===== src/rtl/mem_pkg.sv =====
// Shared data-RAM access encodings and the mem_access_unit state type.
// Used by the RAM model, the instruction decoder and the load/store unit.
package mem_pkg;

  localparam logic [1:0] MEM_BYTE = 2'd0;
  localparam logic [1:0] MEM_HALF = 2'd1;
  localparam logic [1:0] MEM_WORD = 2'd2;
  localparam logic [1:0] MEM_ILL  = 2'd3;

  typedef enum logic [1:0] {
    ST_IDLE   = 2'd0,
    ST_ACCESS = 2'd1,
    ST_SPLIT  = 2'd2,
    ST_RESP   = 2'd3
  } mau_state_e;

  // Illegal size maps to 4 bytes; the caller flags it as an error anyway.
  function automatic logic [2:0] size_nbytes(input logic [1:0] size);
    case (size)
      MEM_BYTE: size_nbytes = 3'd1;
      MEM_HALF: size_nbytes = 3'd2;
      default:  size_nbytes = 3'd4;
    endcase
  endfunction

  function automatic logic is_aligned(input logic [1:0] size, input logic [1:0] addr_lo);
    case (size)
      MEM_BYTE: is_aligned = 1'b1;
      MEM_HALF: is_aligned = ~addr_lo[0];
      default:  is_aligned = (addr_lo == 2'b00);
    endcase
  endfunction

endpackage


===== src/rtl/load_extend.sv =====
// Load data extension: sign/zero-extends a right-justified byte or half to 32 bits.
// Purely combinational; shared with the single-cycle datapath load path.
module load_extend
  import mem_pkg::*;
(
  input  logic [1:0]  i_size,
  input  logic        i_unsigned,
  input  logic [31:0] i_raw,
  output logic [31:0] o_ext
);

  always_comb begin
    o_ext = i_raw;
    case (i_size)
      MEM_BYTE: o_ext = i_unsigned ? {24'b0, i_raw[7:0]}
                                   : {{24{i_raw[7]}}, i_raw[7:0]};
      MEM_HALF: o_ext = i_unsigned ? {16'b0, i_raw[15:0]}
                                   : {{16{i_raw[15]}}, i_raw[15:0]};
      default:  o_ext = i_raw;
    endcase
  end

endmodule


===== src/rtl/mem_access_unit.sv =====
// Load/store initiator for the data RAM: aligned = 1 RAM cycle, misaligned = byte splits.
// Response 2 cycles after handshake (aligned), nbytes+1 (split), 1 (error); req_ready only in IDLE.
module mem_access_unit
  import mem_pkg::*;
#(
  parameter int unsigned MEM_BYTES = 4096
) (
  input  logic        clk,
  input  logic        rst,
  input  logic        req_valid,
  output logic        req_ready,
  input  logic        req_we,
  input  logic [1:0]  req_size,
  input  logic        req_unsigned,
  input  logic [31:0] req_addr,
  input  logic [31:0] req_wdata,
  output logic        rsp_valid,
  output logic [31:0] rsp_rdata,
  output logic        rsp_err,
  output logic        mem_we,
  output logic [1:0]  mem_ctrl,
  output logic [31:0] mem_address,
  output logic [31:0] mem_data_in,
  input  logic [31:0] mem_data_out
);

  mau_state_e  r_state;
  mau_state_e  w_state_nxt;

  logic        r_we;
  logic [1:0]  r_size;
  logic        r_unsigned;
  logic [31:0] r_addr;
  logic [31:0] r_wdata;
  logic [1:0]  r_k;
  logic [31:0] r_asm;

  logic        r_rsp_valid;
  logic [31:0] r_rsp_rdata;
  logic        r_rsp_err;

  logic [32:0] w_req_end;
  logic        w_req_err;
  logic [1:0]  w_last_k;
  logic [31:0] w_asm_nxt;
  logic [31:0] w_ext_raw;
  logic [31:0] w_ext;
  logic        w_rsp_fire;
  logic [31:0] w_rsp_rdata_nxt;
  logic        w_rsp_err_nxt;

  // Last byte address evaluated at 33 bits so addresses near 2^32 cannot wrap into range.
  assign w_req_end = {1'b0, req_addr} + {30'b0, size_nbytes(req_size)} - 33'd1;
  assign w_req_err = (req_size == MEM_ILL) || (w_req_end >= 33'(MEM_BYTES));
  assign w_last_k  = 2'(size_nbytes(r_size) - 3'd1);

  load_extend u_load_extend (
    .i_size     (r_size),
    .i_unsigned (r_unsigned),
    .i_raw      (w_ext_raw),
    .o_ext      (w_ext)
  );

  always_comb begin
    w_state_nxt     = r_state;
    mem_we          = 1'b0;
    mem_ctrl        = MEM_BYTE;
    mem_address     = 32'd0;
    mem_data_in     = 32'd0;
    w_asm_nxt       = r_asm;
    w_ext_raw       = mem_data_out;
    w_rsp_fire      = 1'b0;
    w_rsp_rdata_nxt = 32'd0;
    w_rsp_err_nxt   = 1'b0;

    case (r_state)
      ST_IDLE: begin
        if (req_valid) begin
          if (w_req_err) begin
            w_state_nxt   = ST_RESP;
            w_rsp_fire    = 1'b1;
            w_rsp_err_nxt = 1'b1;
          end else if (is_aligned(req_size, req_addr[1:0])) begin
            w_state_nxt = ST_ACCESS;
          end else begin
            w_state_nxt = ST_SPLIT;
          end
        end
      end

      ST_ACCESS: begin
        mem_we          = r_we;
        mem_ctrl        = r_size;
        mem_address     = r_addr;
        mem_data_in     = r_wdata;
        w_ext_raw       = mem_data_out;
        w_state_nxt     = ST_RESP;
        w_rsp_fire      = 1'b1;
        w_rsp_rdata_nxt = r_we ? 32'd0 : w_ext;
      end

      ST_SPLIT: begin
        mem_we      = r_we;
        mem_ctrl    = MEM_BYTE;
        mem_address = r_addr + {30'b0, r_k};
        mem_data_in = {24'b0, 8'(r_wdata >> {r_k, 3'b000})};
        w_asm_nxt[{r_k, 3'b000} +: 8] = mem_data_out[7:0];
        // Extension sees the assembled word including the byte read this cycle.
        w_ext_raw   = w_asm_nxt;
        if (r_k == w_last_k) begin
          w_state_nxt     = ST_RESP;
          w_rsp_fire      = 1'b1;
          w_rsp_rdata_nxt = r_we ? 32'd0 : w_ext;
        end
      end

      ST_RESP: begin
        w_state_nxt = ST_IDLE;
      end

      default: begin
        w_state_nxt = ST_IDLE;
      end
    endcase
  end

  always_ff @(posedge clk or posedge rst) begin
    if (rst) begin
      r_state     <= ST_IDLE;
      r_we        <= 1'b0;
      r_size      <= MEM_BYTE;
      r_unsigned  <= 1'b0;
      r_addr      <= 32'd0;
      r_wdata     <= 32'd0;
      r_k         <= 2'd0;
      r_asm       <= 32'd0;
      r_rsp_valid <= 1'b0;
      r_rsp_rdata <= 32'd0;
      r_rsp_err   <= 1'b0;
    end else begin
      r_state     <= w_state_nxt;
      r_rsp_valid <= w_rsp_fire;
      r_rsp_rdata <= w_rsp_rdata_nxt;
      r_rsp_err   <= w_rsp_err_nxt;
      if (r_state == ST_IDLE && req_valid) begin
        r_we       <= req_we;
        r_size     <= req_size;
        r_unsigned <= req_unsigned;
        r_addr     <= req_addr;
        r_wdata    <= req_wdata;
        r_k        <= 2'd0;
        r_asm      <= 32'd0;
      end
      if (r_state == ST_SPLIT) begin
        r_k   <= r_k + 2'd1;
        r_asm <= w_asm_nxt;
      end
    end
  end

  assign req_ready = (r_state == ST_IDLE);
  assign rsp_valid = r_rsp_valid;
  assign rsp_rdata = r_rsp_rdata;
  assign rsp_err   = r_rsp_err;

endmodule


===== config.mk =====
export PLATFORM = sky130hd
export DESIGN_NAME = mem_access_unit
export DESIGN_NICKNAME = d
export VERILOG_FILES = /design/src/rtl/mem_pkg.sv /design/src/rtl/load_extend.sv /design/src/rtl/mem_access_unit.sv
export SDC_FILE = /design/constraint.sdc
export NUM_CORES = 1
export LEC_CHECK = 0
export BUFFER_PORTS_ARGS = -buffer_cell sky130_fd_sc_hd__buf_2
export CAP_MARGIN = 20
export CORE_MARGIN = 2
export CORE_UTILIZATION = 55
export CTS_CLUSTER_SIZE = 10
export DETAILED_ROUTE_END_ITERATION = 6
export HOLD_SLACK_MARGIN = 0.1
export PLACE_DENSITY = 0.8
export SLEW_MARGIN = 5
export SYNTH_ARGS = -nofsm -noshare
export SYNTH_HDL_FRONTEND = slang
export SYNTH_HIERARCHICAL = 1
export SYNTH_SLANG_ARGS = --single-unit

===== constraint.sdc =====
create_clock -name clk -period 5.55 [get_ports clk]
set_input_delay 0.2775 -clock clk [delete_from_list [all_inputs] [get_ports clk]]
set_output_delay 0.2775 -clock clk [all_outputs]
set_load 0.03 [all_outputs]

==> flow_summary.json <==
{
  "worstSetupEndpointType": "primary output",
  "dieArea_um2": 18500,
  "path_clk_slew_ns": 0.06,
  "crit_chain": "ha_1 -> a21o_1 -> and4_1 -> nand2_1 -> nor3_1 -> and3_1 -> nor2b_1 -> nor3b_1 -> nand3_1 -> o31ai_1 -> buf_2",
  "cellLeakagePower_nw": 5.68,
  "ff2ff_setup_slack_ns": 2.23,
  "crit_type": "reg -> out",
  "ys_async_sr_fraction_pct": 100,
  "clock_sinks": 138,
  "maxCapViolations": 0,
  "grt_pass1_vias": 8677,
  "core_um2": 17200,
  "crit_end": "mem_address[25]",
  "cts_buffers": 17,
  "required_ns": 5.27,
  "hp-class": "in -> reg",
  "routed-via-count": 9234,
  "final_nets": 1521,
  "fin_crit_ns": 4.21,
  "numPortBuffers": 204,
  "dr.pass1.iters": 5,
  "ys.flop_type": "dfrtp_1",
  "dp.cells": 1541,
  "setup_viol": 0,
  "relSlewSlack_pct": 26.5,
  "tns_ns": 0,
  "grt.total_usage_pct": 30.5,
  "htree_levels": 4,
  "synth.cell_area_um2": 9570,
  "ys_warn_count": 6,
  "p_per_area_nw_per_um2": 484,
  "postCtsSetupRepairBufs": 0,
  "viasPerCell": 5.75,
  "cts_root_buf": "clkbuf_16",
  "peakVddDrop_v": 0.000315,
  "crit_arrival_ns": 3.93,
  "rsz0062_at_grt": "no",
  "syn_inst": 1177,
  "clock_power_share_pct": 19.2,
  "worst_pin_slew_ns": 1.10,
  "rr_startpoint": "r_k[1]",
  "clk_path_buf_depth": 2,
  "fmax_ghz": 0.238,
  "cp_max_fo": 16,
  "combPwrFrac_pct": 49.0,
  "crit_family": "simple AND/OR/NAND/NOR gates",
  "max_stage_delay_ns": 0.64,
  "reg2reg_to": "rsp_rdata[20]",
  "drtIter0Drc": 808,
  "hold_buffers": 33,
  "hold_viol_final": 0,
  "design_area_um2": 11500,
  "syn_to_final_growth_pct": 20.5,
  "r2r_cells": 11,
  "holdPathStages": 2,
  "wl_per_cell_um": 17.3,
  "power.share.sequential_pct": 31.8,
  "cts_tree": "done",
  "fp-row-count": 48,
  "postRouteAntennaNets": 0,
  "insertedDiodeCount": 0,
  "fin_skew_ns": 0.00859,
  "nFillCells": 1405,
  "synth_edf_count": 0,
  "antenna_found_initial": 0,
  "p_int_mw": 3.04,
  "path_buf_inv": 1,
  "die-height_um": 136,
  "placed_cell_area_um2": 10600,
  "grt_pass1_wl_um": 44000,
  "grt_max_degree": 91,
  "crit_cells": 11,
  "ys_ff_latch": 138,
  "synthDistinctLibCells": 67,
  "p_sw_mw": 2.55,
  "insertion_delay_ns": 0.42,
  "fin_crit_sh_pct": 75.8,
  "swShare_pct": 45.7,
  "post_cts_resized": 0,
  "drc": 0,
  "worst_slack_ns": 1.34,
  "critPathLaunchType": "flip-flop",
  "syn-num-nets": 1328,
  "gp_congestion": 0.939,
  "finalPower_mw": 5.59,
  "crit_path_start": "r_k[1]",
  "slew_violations": 0,
  "postSynthAreaPerCell_um2": 8.13,
  "dp_hpwl_um": 19700,
  "floorplan.initialDensity_pct": 55.7,
  "yosysSeqAreaShare_pct": 36.1,
  "die_w_um": 136,
  "drive_above_1_share_pct": 22.4,
  "overflow": 0,
  "ioPinCount": 205,
  "crit_slowest_cell": "dfrtp_1",
  "final_cells": 1606,
  "run_status": "complete, no violations",
  "wirelength_um": 27800,
  "post-place-ws_ns": 1.69
}
-- final cells by class --
| cell class | count | area (um2) | share of cell area (%) |
|---|---|---|---|
| Sequential cell | 138 | 3450 | 29.9 |
| Clock inverter | 8 | 98.8 | 0.857 |
| Tap cell | 225 | 282 | 2.44 |
| Inverter | 103 | 392 | 3.39 |
| Multi-Input combinational cell | 861 | 5410 | 46.8 |
| Timing Repair Buffer | 249 | 1460 | 12.7 |
| Clock buffer | 22 | 444 | 3.85 |
-- registers in the layout (all words and copies together), names as in the netlist, 2 cells and up --
| register | cells |
|---|---|
| r_addr | 32 |
| r_asm | 32 |
| r_k | 2 |
| r_size | 2 |
| r_state | 2 |
| r_wdata | 32 |
| rsp_rdata | 32 |
-- power groups by stage --
stage	Clock [mW]	Sequential (mW)	Combinational (mW)
after floorplan	0	1.74	2.01
after global placement	0	1.75	2.63
after detailed placement	0	1.77	2.67
after CTS	1.09	1.76	2.71
after global routing	1.14	1.82	3.00
final	1.07	1.78	2.74
-- stage by stage --
step                hold WS (ns)  utilization (%)
floorplan                  0.428                -
global placement           0.348             61.9
detailed placement         0.358             61.9
CTS                        0.106             67.0
global route               0.122             67.2
finish                     0.146             67.2
-- cells in the final DEF, fill, tap and decap left out, drive strengths merged, types with 24 or more instances in the layout --
master / synthesis / routed
nand3: 28 / 28
and2: 38 / 38
dfrtp: 138 / 138
mux2: 37 / 37
o21ai: 195 / 195
dlygate4sd3: 0 / 34
buf: 24 / 215
nor2: 29 / 29
inv: 103 / 103
a22o: 24 / 24
nand2: 208 / 208
and3: 36 / 36
a21oi: 52 / 52
ha: 46 / 46
-- layer usage --
metal	track usage (%)	vias up	wire, um
met1	40.6	4304	11900
li1	-	4465	-
met5	0	-	0
met4	13.0	0	891
met2	50.0	401	13200
met3	4.25	64	1820
-- worst min path at each step --
stage | from | endpoint | slack, ns
detailed placement | rst | rsp_rdata[10] | 0.36
CTS | req_wdata[31] | r_wdata[31] | 0.11
finish | req_wdata[28] | r_wdata[28] | 0.15
global route | req_wdata[28] | r_wdata[28] | 0.12
global placement | rst | rsp_rdata[8] | 0.35
floorplan | req_wdata[18] | r_wdata[18] | 0.43
-- cells in the mapped netlist (all sizes together), types with 5 or more instances --
cell	n	area share (%)
a211oi	5	0.39
o21a	11	0.86
nor3	10	0.52
xnor2	7	0.64
ha	46	6.0
or3	7	0.46
xor2	10	0.91
o31ai	11	0.91
nor2b	13	0.85
o21ai	195	10
nor2	29	1.2
and3	36	2.4
nand3	28	1.6
a21oi	52	2.8
dfrtp	138	36
and2	38	2.5
inv	103	4.0
a31oi	6	0.39
mux2	37	4.4
nand4	8	0.52
nand2b	6	0.39
buf	24	1.6
clkbuf	51	2.0
nand2	208	8.2
o2111ai	6	0.55
or2	5	0.33
o211ai	10	0.78
mux4	8	1.9
a22o	24	2.2
-- logic make-up after synthesis --
logic type | count (synthesis) | synth area share (%)
XOR/XNOR | 17 | 1.56
multiplexers | 46 | 6.38
flip-flops | 138 | 36.1
AO/OA/AOI/OAI | 344 | 21.2
AND/OR/NAND/NOR | 406 | 20.7
adder cells (fa/ha/maj) | 48 | 6.43
buffers and inverters | 178 | 7.61
(Power assumes the default switching activity.)
